<file path="src/rtl/tile_lane_engine.sv">
// Piano-tile playfield: scrolls one-hot tile rows per frame, judges key presses
// against the bottom row, keeps score/speed/fail state and renders RGB per pixel.
module tile_lane_engine #(
  parameter int                     NUM_LANES    = 5,
  parameter int                     NUM_ROWS     = 4,
  parameter int                     LANE_W       = 128,
  parameter int                     ROW_H        = 120,
  parameter logic [8*NUM_LANES-1:0] KEYCODES     = 40'h0E0D2C0907,
  parameter int                     INIT_SPEED   = 1,
  parameter int                     MAX_SPEED    = 7,
  parameter int                     SPEEDUP_HITS = 8,
  parameter logic [7:0]             LFSR_SEED    = 8'hA5
) (
  input  logic        pixel_clk,
  input  logic        Reset_n,
  input  logic        vs,
  input  logic        blank,
  input  logic [7:0]  keycode,
  input  logic [9:0]  DrawX,
  input  logic [9:0]  DrawY,
  output logic [3:0]  red,
  output logic [3:0]  green,
  output logic [3:0]  blue,
  output logic [15:0] score,
  output logic [2:0]  speed,
  output logic        game_over
);

  localparam int LW     = (NUM_LANES > 1) ? $clog2(NUM_LANES) : 1;
  localparam int RIW    = (NUM_ROWS > 1) ? $clog2(NUM_ROWS) : 1;
  localparam int OW     = $clog2(ROW_H + MAX_SPEED);
  localparam int SW     = OW + 1;
  localparam int HCW    = (SPEEDUP_HITS > 1) ? $clog2(SPEEDUP_HITS) : 1;
  localparam int TARGET = NUM_ROWS - 1;

  localparam logic [11:0] RGB_OFF   = 12'h000;
  localparam logic [11:0] RGB_GRID  = 12'h888;
  localparam logic [11:0] RGB_FAIL  = 12'hF00;
  localparam logic [11:0] RGB_HIT   = 12'h0F0;
  localparam logic [11:0] RGB_TILE  = 12'h000;
  localparam logic [11:0] RGB_EMPTY = 12'hFFF;

  typedef logic [LW-1:0] lane_t;
  typedef enum logic [1:0] {S_IDLE, S_RUN, S_FAIL} state_t;

  function automatic lane_t preload_lane(input int r);
    return lane_t'(r % NUM_LANES);
  endfunction

  // Game state
  state_t            state_q, state_d;
  logic [OW-1:0]     offset_q, offset_d;
  logic [2:0]        speed_q, speed_d;
  logic [15:0]       score_q, score_d;
  logic              hit_q, hit_d;
  logic [HCW-1:0]    hit_cnt_q, hit_cnt_d;
  lane_t             fail_lane_q, fail_lane_d;
  lane_t             incoming_q, incoming_d;
  lane_t             rows_q [NUM_ROWS];
  lane_t             rows_d [NUM_ROWS];

  // Input edge detection and tile randomiser
  logic              vs_q;
  logic [7:0]        key_q;
  logic [7:0]        lfsr_q;
  logic              frame_tick, press;
  logic              key_valid;
  lane_t             key_lane;
  lane_t             lfsr_lane;

  assign frame_tick = vs & ~vs_q;
  assign press      = (keycode != 8'd0) && (key_q == 8'd0);
  assign lfsr_lane  = lane_t'(lfsr_q % 8'(NUM_LANES));

  always_ff @(posedge pixel_clk or negedge Reset_n) begin
    if (!Reset_n) begin
      vs_q   <= 1'b0;
      key_q  <= 8'd0;
      lfsr_q <= LFSR_SEED;
    end else begin
      vs_q  <= vs;
      key_q <= keycode;
      if (frame_tick)
        lfsr_q <= {lfsr_q[6:0], lfsr_q[7] ^ lfsr_q[5] ^ lfsr_q[4] ^ lfsr_q[3]};
    end
  end

  always_comb begin
    key_valid = 1'b0;
    key_lane  = '0;
    for (int i = 0; i < NUM_LANES; i++) begin
      if (keycode == KEYCODES[8*i +: 8]) begin
        key_valid = 1'b1;
        key_lane  = lane_t'(i);
      end
    end
  end

  // NOTE: the tile rows are a handful of flops, not a RAM, so they get an
  // async reset like every other state bit; the playfield must be valid at once.
  always_ff @(posedge pixel_clk or negedge Reset_n) begin
    if (!Reset_n) begin
      state_q     <= S_IDLE;
      offset_q    <= '0;
      speed_q     <= 3'(INIT_SPEED);
      score_q     <= '0;
      hit_q       <= 1'b0;
      hit_cnt_q   <= '0;
      fail_lane_q <= '0;
      incoming_q  <= '0;
      for (int r = 0; r < NUM_ROWS; r++) rows_q[r] <= preload_lane(r);
    end else begin
      state_q     <= state_d;
      offset_q    <= offset_d;
      speed_q     <= speed_d;
      score_q     <= score_d;
      hit_q       <= hit_d;
      hit_cnt_q   <= hit_cnt_d;
      fail_lane_q <= fail_lane_d;
      incoming_q  <= incoming_d;
      rows_q      <= rows_d;
    end
  end

  logic [SW-1:0] scroll_sum;
  logic          judge_hit, judge_fail;

  // NOTE: every signal written here gets a default first, so no path can
  // leave one unassigned and infer a latch.
  always_comb begin
    state_d     = state_q;
    offset_d    = offset_q;
    speed_d     = speed_q;
    score_d     = score_q;
    hit_d       = hit_q;
    hit_cnt_d   = hit_cnt_q;
    fail_lane_d = fail_lane_q;
    incoming_d  = incoming_q;
    rows_d      = rows_q;
    judge_hit   = 1'b0;
    judge_fail  = 1'b0;
    scroll_sum  = SW'(offset_q) + SW'(speed_q);

    unique case (state_q)
      S_IDLE: begin
        if (press) state_d = S_RUN;
      end

      S_RUN: begin
        // The press is judged against the target row as it stands before any shift.
        if (press && key_valid) begin
          if (key_lane == rows_q[TARGET] && !hit_q) begin
            judge_hit = 1'b1;
            hit_d     = 1'b1;
            if (score_q != '1) score_d = score_q + 16'd1;
            if (hit_cnt_q == HCW'(SPEEDUP_HITS - 1)) begin
              hit_cnt_d = '0;
              if (speed_q < 3'(MAX_SPEED)) speed_d = speed_q + 3'd1;
            end else begin
              hit_cnt_d = hit_cnt_q + HCW'(1);
            end
          end else begin
            judge_fail  = 1'b1;
            state_d     = S_FAIL;
            fail_lane_d = key_lane;
          end
        end

        if (!judge_fail && frame_tick) begin
          if (scroll_sum >= SW'(ROW_H)) begin
            if (!(hit_q || judge_hit)) begin
              state_d     = S_FAIL;
              fail_lane_d = rows_q[TARGET];
            end else begin
              for (int r = NUM_ROWS - 1; r > 0; r--) rows_d[r] = rows_q[r-1];
              rows_d[0]  = incoming_q;
              incoming_d = lfsr_lane;
              offset_d   = OW'(scroll_sum - SW'(ROW_H));
              hit_d      = 1'b0;
            end
          end else begin
            offset_d = OW'(scroll_sum);
          end
        end
      end

      S_FAIL: begin
        if (press) begin
          state_d     = S_IDLE;
          offset_d    = '0;
          speed_d     = 3'(INIT_SPEED);
          score_d     = '0;
          hit_d       = 1'b0;
          hit_cnt_d   = '0;
          fail_lane_d = '0;
          incoming_d  = '0;
          for (int r = 0; r < NUM_ROWS; r++) rows_d[r] = preload_lane(r);
        end
      end

      default: state_d = S_IDLE;
    endcase
  end

  assign score     = score_q;
  assign speed     = speed_q;
  assign game_over = (state_q == S_FAIL);

  // Pixel mapping: y is shifted by the scroll offset; negative y is the incoming row.
  logic signed [10:0] pix_y;
  logic [10:0]        y_rem;
  logic [9:0]         x_rem;
  logic [RIW-1:0]     pix_row;
  logic               pix_incoming, pix_in_rows, pix_in_lanes;
  logic               pix_target, pix_grid;
  lane_t              pix_col, pix_tile;
  logic [11:0]        rgb_d, rgb_q;

  always_comb begin
    pix_y        = $signed({1'b0, DrawY}) - $signed(11'(offset_q));
    pix_incoming = (pix_y < 11'sd0);
    pix_row      = '0;
    y_rem        = '0;
    if (pix_incoming) begin
      y_rem = 11'(pix_y + $signed(11'(ROW_H)));
    end else begin
      for (int r = 0; r < NUM_ROWS; r++) begin
        if (pix_y >= $signed(11'(r * ROW_H))) begin
          pix_row = RIW'(r);
          y_rem   = 11'(pix_y - $signed(11'(r * ROW_H)));
        end
      end
    end
    pix_in_rows = pix_incoming || (pix_y < $signed(11'(NUM_ROWS * ROW_H)));

    pix_col = '0;
    x_rem   = DrawX;
    for (int c = 1; c < NUM_LANES; c++) begin
      if (DrawX >= 10'(c * LANE_W)) begin
        pix_col = lane_t'(c);
        x_rem   = DrawX - 10'(c * LANE_W);
      end
    end
    pix_in_lanes = ({1'b0, DrawX} < 11'(NUM_LANES * LANE_W));

    pix_tile   = pix_incoming ? incoming_q : rows_q[pix_row];
    pix_target = !pix_incoming && (pix_row == RIW'(TARGET));
    pix_grid   = (x_rem == 10'd0) || (x_rem == 10'(LANE_W - 1)) ||
                 (y_rem == 11'd0) || (y_rem == 11'(ROW_H - 1));

    if (!blank || !pix_in_lanes || !pix_in_rows)
      rgb_d = RGB_OFF;
    else if (pix_grid)
      rgb_d = RGB_GRID;
    else if (state_q == S_FAIL && pix_target && pix_col == fail_lane_q)
      rgb_d = RGB_FAIL;
    else if (pix_target && hit_q && pix_col == pix_tile)
      rgb_d = RGB_HIT;
    else if (pix_col == pix_tile)
      rgb_d = RGB_TILE;
    else
      rgb_d = RGB_EMPTY;
  end

  always_ff @(posedge pixel_clk or negedge Reset_n) begin
    if (!Reset_n) rgb_q <= RGB_OFF;
    else          rgb_q <= rgb_d;
  end

  assign red   = rgb_q[11:8];
  assign green = rgb_q[7:4];
  assign blue  = rgb_q[3:0];

endmodule

</file>
<file path="config.mk">
export PLATFORM = sky130hd
export DESIGN_NAME = tile_lane_engine
export DESIGN_NICKNAME = d
export VERILOG_FILES = /design/src/rtl/tile_lane_engine.sv
export SDC_FILE = /design/constraint.sdc
export NUM_CORES = 1
export LEC_CHECK = 0
export CAP_MARGIN = 20
export CORE_MARGIN = 3
export CORE_UTILIZATION = 58
export CTS_CLUSTER_DIAMETER = 100
export CTS_CLUSTER_SIZE = 16
export DETAILED_ROUTE_END_ITERATION = 8
export PLACE_DENSITY = 0.82
export SYNTH_ARGS = -nofsm -noshare
export SYNTH_HDL_FRONTEND = slang
export SYNTH_SLANG_ARGS = --single-unit
</file>
<file path="constraint.sdc">
create_clock -name pixel_clk -period 6 [get_ports pixel_clk]
set_input_delay 0.9 -clock pixel_clk [delete_from_list [all_inputs] [get_ports pixel_clk]]
set_output_delay 0.9 -clock pixel_clk [all_outputs]
set_load 0.02 [all_outputs]
</file>
Word-level counts from Yosys, hierarchy flattened --
Cells that the tools add are included.
Word-level totals: flip-flop bits (word level) 79
Operators by class: reduce and logical (&&, ||, !) cells 35, bitwise gates (word level) 6, divide/modulo/power cells 1, multiplexer cells 92, $lt $le $gt $ge 14, $add $sub $neg 14, equality and inequality tests 26
Operators with widths (number):
- two-way mux 12 bit | 9
- two-way mux 3 bit | 26
- two-way mux 16 bit | 4
- two-way mux 11 bit | 5
- two-way mux 10 bit | 4
- one-hot mux 16 bit (2 select lines) | 1
- two-way mux 7 bit | 4
- equality test 8 x 4 -> 1 bit (second input constant) | 3
- one-hot mux 12 bit (2 select lines) | 1
- one-hot mux 3 bit (2 select lines) | 4
- >= comparator 10 x 9 -> 1 bit (second input constant) | 2
- two-way mux 1 bit | 20
- two-way mux 2 bit | 10
- subtractor 10 x 9 -> 10 bit (second input constant) | 2
- inequality test 2 bit (second input constant) | 9
- adder 16 x 1 -> 16 bit (second input constant) | 1
- inequality test 16 bit (second input constant) | 1
- one-hot mux 7 bit (2 select lines) | 1
- adder 11 x 8 -> 11 bit (second input constant) | 1
- equality test 11 x 7 -> 1 bit (second input constant) | 1
- >= comparator 11 x 1 -> 1 bit (second input constant) | 1
- >= comparator 11 x 10 -> 1 bit (second input constant) | 1
- >= comparator 11 x 8 -> 1 bit (second input constant) | 1
- >= comparator 11 x 9 -> 1 bit (second input constant) | 1
- 47 further kinds | 75

Longest topological paths before layout --
Gate-level depths: netlist of the first run.
depth after elaboration 17, depth in mapped cells 18, gate-level depth less buffers 17

Least setup slack after synthesis of the first run --
Ideal clock, no wire load.
path kind in2reg, from input port DrawY[0], to register rgb_q[2], buffers on the path 0, data arrival time 4.593 ns, setup slack 1.287 ns, stages on the path 17, cells stage by stage inv_1 ha_1 fa_1 nor2b_1 o21ai_0 a21oi_1 inv_1 ha_1 a21boi_0 a21oi_1 a211oi_2 and2_1 nor2_1 or3_1 a211oi_1 o211ai_2 and3b_1
Between the ends: longest elaborated chain between the ends 17
RTL lines:
- start: declaration | line 20 | input logic [9:0] DrawY,
- subtractor 10 x 7 -> 11 bit * | line 220 | pix_y = $signed({1'b0, DrawY}) - $signed(11'(offset_q));
- >= comparator 11 x 8 -> 1 bit | line 228 | if (pix_y >= $signed(11'(r * ROW_H))) begin
- two-way mux 1 bit | line 228
- two-way mux 2 bit (2 in a row) | line 228
- two-way mux 2 bit | line 224 | if (pix_incoming) begin
- inverter 2 -> 3 bit (not written as such) | line 246 | pix_tile = pix_incoming ? incoming_q : rows_q[pix_row];
- binary-select mux 3 bit (select 2 bit) | line 246
- two-way mux 3 bit (not written as such) (2 in a row) | line 246
- two-way mux 3 bit | line 246
- equality test 3 bit | line 257, 259
- two-way mux 12 bit / logical AND 1 bit (equally long branches) | line 259, 257
- two-way mux 12 bit | line 257 | else if (pix_target && hit_q && pix_col == pix_tile)
- two-way mux 12 bit | line 255 | else if (state_q == S_FAIL && pix_target && pix_col == fail_lane_q)
- two-way mux 12 bit | line 253 | else if (pix_grid)
- two-way mux 12 bit * | line 251 | if (!blank || !pix_in_lanes || !pix_in_rows)
- end signal: assignment | line 267 | else rgb_q <= rgb_d;
- end: declaration | line 217 | logic [11:0] rgb_d, rgb_q;
Every way passes the cells marked *; elsewhere a longest branch is shown, timed or not. The select of a mux whose other input is x is not followed. A chain may end at the register's enable or synchronous reset.

Final worst setup path of the first run --
from input port DrawY[0], to register rgb_q[6]
The elaborated chain is that of the path after synthesis.

==> metrics.md, run 1 <==
| Metric | Value |
|---|---|
| Synth Net Count | `763` |
| Critical path's largest stage delay | `450 ps` |
| Layout Utilization | `70.4%` |
| Hpwl dp | `10.9 mm` |
| Largest net degree at the start of global routing | `74` |
| Initial drt markers | `between 300 and 400` |
| Crit end category | `flip-flop` |
| Max FO, Critical Path | `9` |
| Unrepaired setup endpoints after global routing | `no` |
| Clk slew on worst S/H paths | `about 90 ps` |
| Clk_lat worst skew | `360 ps` |
| Hold Path Cell Cnt | `1` |
| Pre-Repair DR Iteration Count | `4` |
| Hold_buf cts | `0` |
| Mapped Cells | `slightly below 700` |
| DR vias | `5437` |
| Status | `finished, final reports clean` |
| Clk buf depth | `2` |
| CTS-repair resized insts | `0` |
| IO buf count | `63` |
| Endpoints failing hold | `0` |
| Die Y-Extent | `106 um` |
| Root buffer cell | `clkbuf_8` |
| Cell variety after synth | `84` |
| Clk_skew | `21.5 ps` |
| Die width | `106 um` |
| Seq/Total Area, Yosys | `31.7%` |
| Worst vdd ir | `272 uV` |
| Fill cells | `766` |
| WP data arrival | `between 5000 and 6000 ps` |
| Post-synth EDFFs | `0` |
| Total grt overflow | `0` |
| Top cells by area, synth | `dfrtp_1 28%, ha_1 7.3%, nand2_1 5.4%` |
| CTS tree | `done` |
| Proportion of netlist area held by the largest area contributor | `27.7%` |
| WL per Instance | `16.8 um` |
| Main synth FF type | `dfrtp_1` |
| Fin area | `6660 um2` |
| Post-Place Cell Area | `6470 um2` |
| Io pins | `64` |
| Vias per cell | `6.21` |
| Reg-to-reg slack, setup | `1520 ps` |
| ANT nets after route | `0` |
| Setup_tns | `0 ps` |
| Slew @ Worst Pin | `912 ps` |
| Share of layout cells above drive strength 1 | `6.56%` |
| FP Rows | `35` |
| Initial core utilization | `61.2%` |
| Remaining DRCs | `0` |
| First-pass GRT wire length | `25.4 mm` |
| CP max stage cell | `clkdlybuf4s50_1` |
| Count of final max-slew check failures | `0` |
| Final min period | `5010 ps` |
| Synth warn | `0` |
| Tot GR Track Use | `27.5%` |
| Synth Cell Area | `5790 um2` |
| Hold EP | `state_q[0]` |
| Cts bufs inserted | `9` |
| Wirelength, routed | `14.7 mm` |
| Final Wtd Congestion | `roughly 0.9` |
| PD cells | `296 nW/um2` |
| Setup Viol. Count Final | `0` |
| Synth Register Bits | `73` |
| Tot Pwr | `around 2 mW` |
| Setup bufs post-CTS | `0` |
| Core area | `9460 um2` |
| Setup Crit Path Kind | `in -> reg` |
| Antenna cells | `0` |
| Max Freq | `0.200 GHz` |
| Fin crit share | `83.4%` |
| Syn-to-layout area delta | `15.1%` |
| CTS H-tree lvls | `3` |
| Req. time, crit path | `between 6000 and 7000 ps` |
| Hold Crit Class | `reg -> reg` |
| R2R depth | `17` |
| Hold Startpoint | `state_q[1]` |
| Crit start category | `primary input` |
| R2R Path Start | `lfsr_q[7]` |
| Synthesized area per cell | `roughly 8.3 um2` |
| Pleak | `2.81 nW` |
| Synth area leader | `dfrtp_1` |
| Slew margin rel. | `38.7%` |
| Die area | `11200 um2` |
| Asr flop ratio synth | `100%` |
| Hold slack final | `a little under 500 ps` |
| Initial antenna violation count | `0` |
| Clk sinks | `73` |
| FF+latch area | `1840 um2` |
| Nets@finish | `810` |
| Area of the multi-input gates | `3670 um2` |
| CP Cell Sequence | `clkdlybuf4s50_1, inv_1, ha_1, fa_1, nor2b_1, o31a_1, a21oi_1, buf_4, inv_1, ha_1, a21boi_0, a21oi_1, a211oi_2, buf_4, mux2i_1, xnor2_1, a2111oi_0, o21ai_1, o21ai_1, and3b_1` |
| Reg2reg end | `incoming_q[0]` |
| Vias in the first global route | `about 5.5k` |
| Max cap viols | `0` |
[state kept, by name, indices dropped and copies added, names as in the netlist]
register	cells
vs_q	1
score	16
rgb_q	6
incoming_q	3
offset_q	7
speed	3
hit_cnt_q	3
fail_lane_q	3
hit_q	1
key_q	8
lfsr_q	8
rows_q	12
state_q	2
[per-stage QoR]
| step | setup WS [ps] | std cells |
|---|---|---|
| after global placement | 791 | 860 |
| after CTS | 1030 | 876 |
| after detailed placement | 648 | 860 |
| after global routing | 582 | 876 |
| after floorplan | 1290 | 695 |
| final | 994 | 876 |
[cell usage in the layout (no fill, tap or decap), types with 10 or more instances in the layout]
cell type / n
ha_1: 34
nor2_1: 57
mux2i_1: 10
nand2b_1: 11
nor2b_1: 13
o21ai_0: 45
xor2_1: 21
dfrtp_1: 64
inv_1: 28
nand2_1: 84
nor3_1: 14
nand3_1: 26
nand4_1: 13
a21oi_1: 30
or3_1: 10
xnor2_1: 18
clkdlybuf4s50_1: 62
a31oi_1: 12
[power breakdown]
part,total (mW),internal (mW),leakage [nW],switching (mW)
Sequential,0.625,0.551,0.917,0.0744
Combinational,0.951,0.392,1.80,0.559
Clock,0.397,0.194,0.0929,0.203
[worst max-delay path, delay by kind of cell]
| kind | cells | cell delay [ps] |
|---|---|---|
| buffers and inverters | 5 | 1020 |
| adder cells (fa/ha/maj) | 3 | 870 |
| AO/OA/AOI/OAI | 8 | 1640 |
| AND/OR/NAND/NOR | 2 | 430 |
| XOR/XNOR | 1 | 90 |
| multiplexers | 1 | 290 |
[metal layers]
layer	wire length, um	vias up	global-route usage (%)	share of wire, %
met3	854	37	5.89	5.8
met2	7170	165	47.1	49
met1	6330	2595	34.0	43
met5	0	-	0	0
li1	-	2640	-	-
met4	393	0	10.8	2.7
[area by class of cell]
type	count	share of cell area [%]
Multi-Input combinational cell	557	55.0
Sequential cell	73	27.6
Tap cell	129	2.42
Timing Repair Buffer	72	10.4
Clock inverter	6	1.01
Inverter	29	1.63
Clock buffer	10	1.92
[worst max path at each step]
stage,depth (start not counted),slack [ps],endpoint,startpoint
finish,20,990,rgb_q[6],DrawY[0]
global route,20,580,rgb_q[6],DrawY[0]
CTS,20,1030,rgb_q[6],DrawY[0]
detailed placement,20,650,rgb_q[6],DrawY[0]
global placement,20,790,rgb_q[6],DrawY[0]
floorplan,17,1290,rgb_q[2],DrawY[0]
[cells by family after synthesis]
group	count (synthesis)	share of synthesized area, %
simple gates	272	22.9
compound gates	193	23.4
flops	73	31.7
buf+inv	65	4.93
xor+xnor	39	5.90
fa+ha+maj	37	8.21
mux	16	2.90
[cells in the mapped netlist (8+ instances only)]
cell type	n
ha_1	34
o21ai_0	45
mux2i_1	10
clkbuf_1	24
a31oi_1	12
inv_1	28
nand4_1	13
nor2b_1	13
or3_1	10
a21o_1	9
xor2_1	21
nand3_1	26
nand2_1	84
dfstp_2	9
a21oi_1	30
xnor2_1	18
nor2_1	57
dfrtp_1	64
o22ai_1	8
nand2b_1	11
nor3_1	14
and2_1	9
(Power assumes the default switching activity.)
==> run 2, diff against run 1 <==
Clock period 6 ns to 5.2 ns, I/O delays scaled along.
==> metrics.md, run 2 (synthesis results as in run 1) <==
| Metric | Value |
|---|---|
| Clk slew on worst S/H paths | `90 ps (about the same)` |
| Clk_lat worst skew | `350 ps (about the same)` |
| Antenna cells | `0 (unchanged)` |
| Clk_skew | `10.4 ps (-11.2 ps)` |
| Pre-CTS setup slack | `97.9 ps (-550 ps)` |
| Vias per cell | `6.27 (+1.0%)` |
| WL per Instance | `16.4 um (-2.3%)` |
| CP Cell Sequence | `clkdlybuf4s50_1, inv_1, ha_1, fa_1, nor2b_1, o31a_1, a21oi_1, inv_1, ha_1, a21boi_0, a21oi_1, a211oi_2, buf_4, mux2i_1, xnor2_1, a2111oi_2, o21ai_1, o21ai_1, and3b_1` |
| Status | `finished, final reports clean` |
| Pre-Repair DR Iteration Count | `5 (+1)` |
| Commonest cells after routing, fill and taps aside | `84 x nand2_1, 64 x dfrtp_1, 62 x clkdlybuf4s50_1` |
| Die area | `11200 um2 (unchanged)` |
| Share of layout cells above drive strength 1 | `7.32% (+0.76 points)` |
| Initial core utilization | `61.2% (unchanged)` |
| Worst vdd ir | `227 uV (-17%)` |
| First-pass GRT wire length | `24.6 mm (-3.2%)` |
| Hpwl dp | `10.8 mm (-1.5%)` |
| Final Non-Filler Cells | `880 (+0.46%)` |
| Max cap viols | `0 (unchanged)` |
| Vias in the first global route | `5387 (-2.5%)` |
| Fin crit share | `90.8%` |
| Max Freq | `0.212 GHz` |
| ANT nets after route | `0 (unchanged)` |
| Slew @ Worst Pin | `1000 ps (+93.0 ps)` |
| Tot GR Track Use | `26.2% (-1.4 points)` |
| Setup Crit Path Kind | `in -> reg` |
| Cell family with most CP delay | `compound AO/OA/AOI/OAI gates` |
| Flop pwr share | `30.9% (-0.8 points)` |
| CP max stage cell | `clkdlybuf4s50_1` |
| Leading cell type in the layout, fill and taps excluded | `nand2_1` |
| PnR worst setup slack | `480 ps (-514 ps)` |
| Max FO, Critical Path | `8 (-1)` |
| DR vias | `5517 (+1.5%)` |
| CP bufs+invs | `4 (-1)` |
| Initial antenna violation count | `0 (unchanged)` |
| Pleak | `2.86 nW (+1.6%)` |
| Initial drt markers | `327 (-1.5%)` |
| Cell Int Power | `1.37 mW (+21%)` |
| Crit start category | `primary input` |
| Wirelength, routed | `14.5 mm (-1.9%)` |
| Critical path's largest stage delay | `460 ps (about the same)` |
| Syn-to-layout area delta | `16.3%` |
| Nets@finish | `814 (+0.49%)` |
| Number of flip-flops in the largest register | `16 (unchanged)` |
| Root buffer cell | `clkbuf_8` |
| Gate power share | `47.4% (-0.8 points)` |
| Switch Pwr | `964 uW (+15%)` |
| CTS H-tree lvls | `3 (unchanged)` |
| Final Wtd Congestion | `0.972 (+7.4%)` |
| Cts bufs inserted | `9 (unchanged)` |
| Crit end category | `flip-flop` |
| Req. time, crit path | `5440 ps (-820 ps)` |
| Setup bufs post-CTS | `0 (unchanged)` |
| Hold Crit Class | `reg -> reg` |
| Final min period | `4720 ps` |
| Total grt overflow | `0 (unchanged)` |
| Endpoints failing hold | `0 (unchanged)` |
| Clk network pwr share | `21.7% (+1.6 points)` |
| Core area | `9460 um2 (unchanged)` |
| Io pins | `64 (unchanged)` |
| Sw Share | `41.3% (-1.1 points)` |
| Remaining DRCs | `0 (unchanged)` |
| Unrepaired setup endpoints after global routing | `no` |
| Fin area | `6730 um2 (+1.0%)` |
| Largest net degree at the start of global routing | `74 (unchanged)` |
| Post-Place Cell Area | `6500 um2 (+0.46%)` |
| Setup_tns | `0 ps (unchanged)` |
| Setup Viol. Count Final | `0 (unchanged)` |
| Die Y-Extent | `106 um (unchanged)` |
| IO buf count | `63 (unchanged)` |
| Count of final max-slew check failures | `0 (unchanged)` |
| Layout Utilization | `71.2% (+0.71 points)` |
| WP data arrival | `4960 ps (-300 ps)` |
| CTS tree | `done` |
| PD cells | `347 nW/um2 (+17%)` |
| Clk buf depth | `2 (unchanged)` |
| Number of placed cells counting well taps | `864 (+0.47%)` |
| Slew margin rel. | `32.4% (-6.3 points)` |
| FP Rows | `35 (unchanged)` |
| Clk sinks | `73 (unchanged)` |
| Die width | `106 um (unchanged)` |
| Hold_buf cts | `0 (unchanged)` |
## run 2: cell count changes in the layout (fill, tap and decap cells not counted), sizes merged
cell / before / now
buf: 10 / 14
clkinv: 2 / 3
clkbuf: 10 / 9
inv: 30 / 31
clkinvlp: 2 / 0
bufinv: 1 / 2
## run 2: per-layer routing
layer	track usage, %	vias to the layer above	part of all wire (%)
met5	0	-	0
li1	-	2640	-
met4	7.12	0	2.1
met3	4.80	29	5.5
met2	44.5	196	48
met1	34.4	2652	44
## run 2: final cells by class
class / instances / area (um2)
Multi-Input combinational cell: 557 / 3670
Fill cell: 778 / 2730
Sequential cell: 73 / 1840
Timing Repair Buffer: 76 / 723
Tap cell: 129 / 161
Clock buffer: 9 / 124
Inverter: 29 / 109
Clock inverter: 7 / 103
## run 2: power by group through the flow
stage | clock (mW) | combinational (mW) | sequential, mW
after detailed placement | 0 | 1.07 | 0.729
after CTS | 0.512 | 1.08 | 0.719
after global routing | 0.541 | 1.22 | 0.734
after global placement | 0 | 1.03 | 0.723
final | 0.508 | 1.11 | 0.721
after floorplan | 0 | 0.850 | 0.685
## run 2: path summary, 6_finish.rpt
kind	startpoint	end	slack, ps	depth (start not counted)
setup / recovery	DrawY[0]	rgb_q[6]	480	19
hold / removal	state_q[1]	state_q[0]	490	1
setup reg to reg	lfsr_q[7]	incoming_q[1]	670	17
hold reg to reg	state_q[1]	state_q[0]	490	1
max in group asynchronous	Reset_n	offset_q[4]	3960	2
min in group asynchronous	Reset_n	rgb_q[10]	640	2
## run 2: worst reg2reg max path, stage by stage, from the launching register on
cell      delay (ps)
dfstp_2          630
nor2b_1          270
mux2i_1          120
o211ai_1         310
o211ai_1         200
a32oi_1          180
mux2i_1          170
ha_1             230
a21oi_1          260
a311oi_1         140
a311o_1          340
a21boi_0         440
xnor2_1          250
ha_1             260
nand2b_1          70
a21o_1           230
nor4_1           220
a221o_1          160
## run 2: what timing repair did
| action | CTS | global route |
|---|---|---|
| resized for setup | 0 | 2 |
| endpoints found under the hold margin | 0 | 0 |
| setup endpoints to repair | 0 | 1 |
## run 2: through the flow
step / total power, mW / hold slack [ps]
4_1_cts: 2.31 / 474
3_5_place_dp: 1.80 / 464
2_1_floorplan: 1.54 / 427
5_1_grt: 2.49 / 515
6_report: 2.33 / 490
3_3_place_gp: 1.75 / 451
==> run 3, diff against run 2 <==
Settings changed: GPL_ROUTABILITY_DRIVEN set to 0.
Clock period 5.2 ns to 5.35 ns, I/O delays scaled along.
==> metrics.md, run 3 (synthesis results as in run 1) <==
| Metric | Value |
|---|---|
| Max Freq | `0.201 GHz` |
| Tot GR Track Use | `25.6% (-0.55 points)` |
| Count of final max-slew check failures | `0 (unchanged)` |
| Fin crit share | `approximately 93%` |
| Setup bufs post-CTS | `0 (unchanged)` |
| Critical path's largest stage delay | `500 ps (+40 ps)` |
| Cts bufs inserted | `9 (unchanged)` |
| WL per Instance | `16.3 um (-0.99%)` |
| CP max stage cell | `a2111oi_0` |
| Nets@finish | `810 (-0.49%)` |
| CP Cell Sequence | `clkdlybuf4s50_1, inv_1, ha_1, fa_1, nor2b_1, o31a_1, a21oi_1, inv_1, ha_1, a21boi_0, a21oi_1, a211oi_2, buf_4, mux2i_1, xnor2_1, a2111oi_0, o21ai_1, o21ai_1, and3b_1` |
| Vias per cell | `6.23 (-0.65%)` |
| Initial core utilization | `61.2% (unchanged)` |
| Clk slew on worst S/H paths | `80 ps (about the same)` |
| Final Non-Filler Cells | `876 (-0.45%)` |
| Leading cell type in the layout, fill and taps excluded | `nand2_1` |
| Core area | `9460 um2 (unchanged)` |
| Max cap viols | `0 (unchanged)` |
| PD cells | `339 nW/um2 (-2.3%)` |
| Unrepaired setup endpoints after global routing | `no` |
| Crit start category | `primary input` |
| Clk_skew | `16.1 ps (+5.75 ps)` |
| ANT nets after route | `0 (unchanged)` |
| CTS-repair resized insts | `0 (unchanged)` |
| Pre-Repair DR Iteration Count | `7 (+2)` |
| Clk buf depth | `2 (unchanged)` |
| Final min period | `4970 ps` |
| Hpwl dp | `10.5 mm (-2.1%)` |
| Pre-CTS setup slack | `135 ps (+37.2 ps)` |
| Wirelength, routed | `14.3 mm (-1.4%)` |
| Cell family with most CP delay | `compound AO/OA/AOI/OAI gates` |
| Fin area | `6710 um2 (-0.37%)` |
| Root buffer cell | `clkbuf_8` |
| Die Y-Extent | `106 um (unchanged)` |
| Post-Place Cell Area | `6470 um2 (-0.46%)` |
| PnR worst setup slack | `381 ps (-98.5 ps)` |
| Req. time, crit path | `5590 ps (+150 ps)` |
| Commonest cells after routing, fill and taps aside | `84 x nand2_1, 64 x dfrtp_1, 62 x clkdlybuf4s50_1` |
| Setup_tns | `0 ps (unchanged)` |
| CTS tree | `done` |
| Number of flip-flops in the largest register | `16 (unchanged)` |
| Crit end category | `flip-flop` |
| Layout Utilization | `70.9% (-0.26 points)` |
| Largest net degree at the start of global routing | `42 (-43%)` |
| Initial drt markers | `384 (+17%)` |
| Status | `finished, final reports clean` |
| Die width | `106 um (unchanged)` |
| Io pins | `64 (unchanged)` |
| Slew @ Worst Pin | `945 ps (-59.4 ps)` |
| Slew margin rel. | `36.4% (+4.0 points)` |
| Share of layout cells above drive strength 1 | `6.69% (-0.63 points)` |
| Max FO, Critical Path | `8 (unchanged)` |
| Setup Viol. Count Final | `0 (unchanged)` |
| Vias in the first global route | `5206 (-3.4%)` |
| Worst vdd ir | `214 uV (-5.7%)` |
| Clk sinks | `73 (unchanged)` |
| Hold_buf cts | `0 (unchanged)` |
| Endpoints failing hold | `0 (unchanged)` |
| WP data arrival | `5210 ps (+250 ps)` |
| Hold Crit Class | `reg -> reg` |
| Pleak | `2.84 nW (-0.58%)` |
| First-pass GRT wire length | `24.0 mm (-2.6%)` |
| DR vias | `5456 (-1.1%)` |
| Antenna cells | `0 (unchanged)` |
| CTS H-tree lvls | `3 (unchanged)` |
| Initial antenna violation count | `0 (unchanged)` |
| IO buf count | `63 (unchanged)` |
| Clk_lat worst skew | `350 ps (about the same)` |
| Total grt overflow | `0 (unchanged)` |
| Syn-to-layout area delta | `15.8%` |
| Remaining DRCs | `0 (unchanged)` |
| Number of placed cells counting well taps | `860 (-0.46%)` |
| Setup Crit Path Kind | `in -> reg` |
| CP bufs+invs | `4 (unchanged)` |
| FP Rows | `35 (unchanged)` |
| Die area | `11200 um2 (unchanged)` |
-- run 3: cell count changes in the layout (fill, tap and decap cells not counted) --
| cell | previous run | this run |
|---|---|---|
| clkbuf_8 | 9 | 11 |
| a2111oi_2 | 1 | 0 |
| inv_8 | 1 | 0 |
| clkinv_2 | 1 | 0 |
| a2111oi_0 | 0 | 1 |
| buf_4 | 13 | 9 |
-- run 3: worst paths after layout --
check	from	endpoint	slack [ps]	cells past startpoint
min reg2reg	state_q[1]	state_q[0]	450	1
min	state_q[1]	state_q[0]	450	1
min in group asynchronous	Reset_n	rgb_q[10]	510	1
max	DrawY[0]	rgb_q[6]	380	19
max in group asynchronous	Reset_n	rows_q[6]	3810	2
max reg2reg	lfsr_q[7]	incoming_q[1]	890	16
-- run 3: stage by stage --
step	power (mW)	hold WS, ps
6_report	2.27	446
5_1_grt	2.41	488
4_1_cts	2.26	451
3_5_place_dp	1.74	447
3_3_place_gp	1.69	442
2_1_floorplan	1.49	427
-- run 3: per-layer routing --
layer  track usage (%)  wire [um]
met5                 0          0
met4              8.70        248
met3              4.43        895
met2              43.2       6880
met1              33.4       6240
-- run 3: cell type report --
class | count | area, um2
Clock inverter | 5 | 86.3
Tap cell | 129 | 161
Multi-Input combinational cell | 557 | 3670
Sequential cell | 73 | 1840
Inverter | 29 | 109
Clock buffer | 11 | 151
Timing Repair Buffer | 72 | 693
Fill cell | 736 | 2750
-- run 3: power by group --
part | switching (mW) | leakage [nW] | internal (mW) | total (mW)
clock | 0.218 | 0.120 | 0.292 | 0.510
combinational | 0.622 | 1.80 | 0.441 | 1.06
sequential | 0.0818 | 0.917 | 0.617 | 0.699
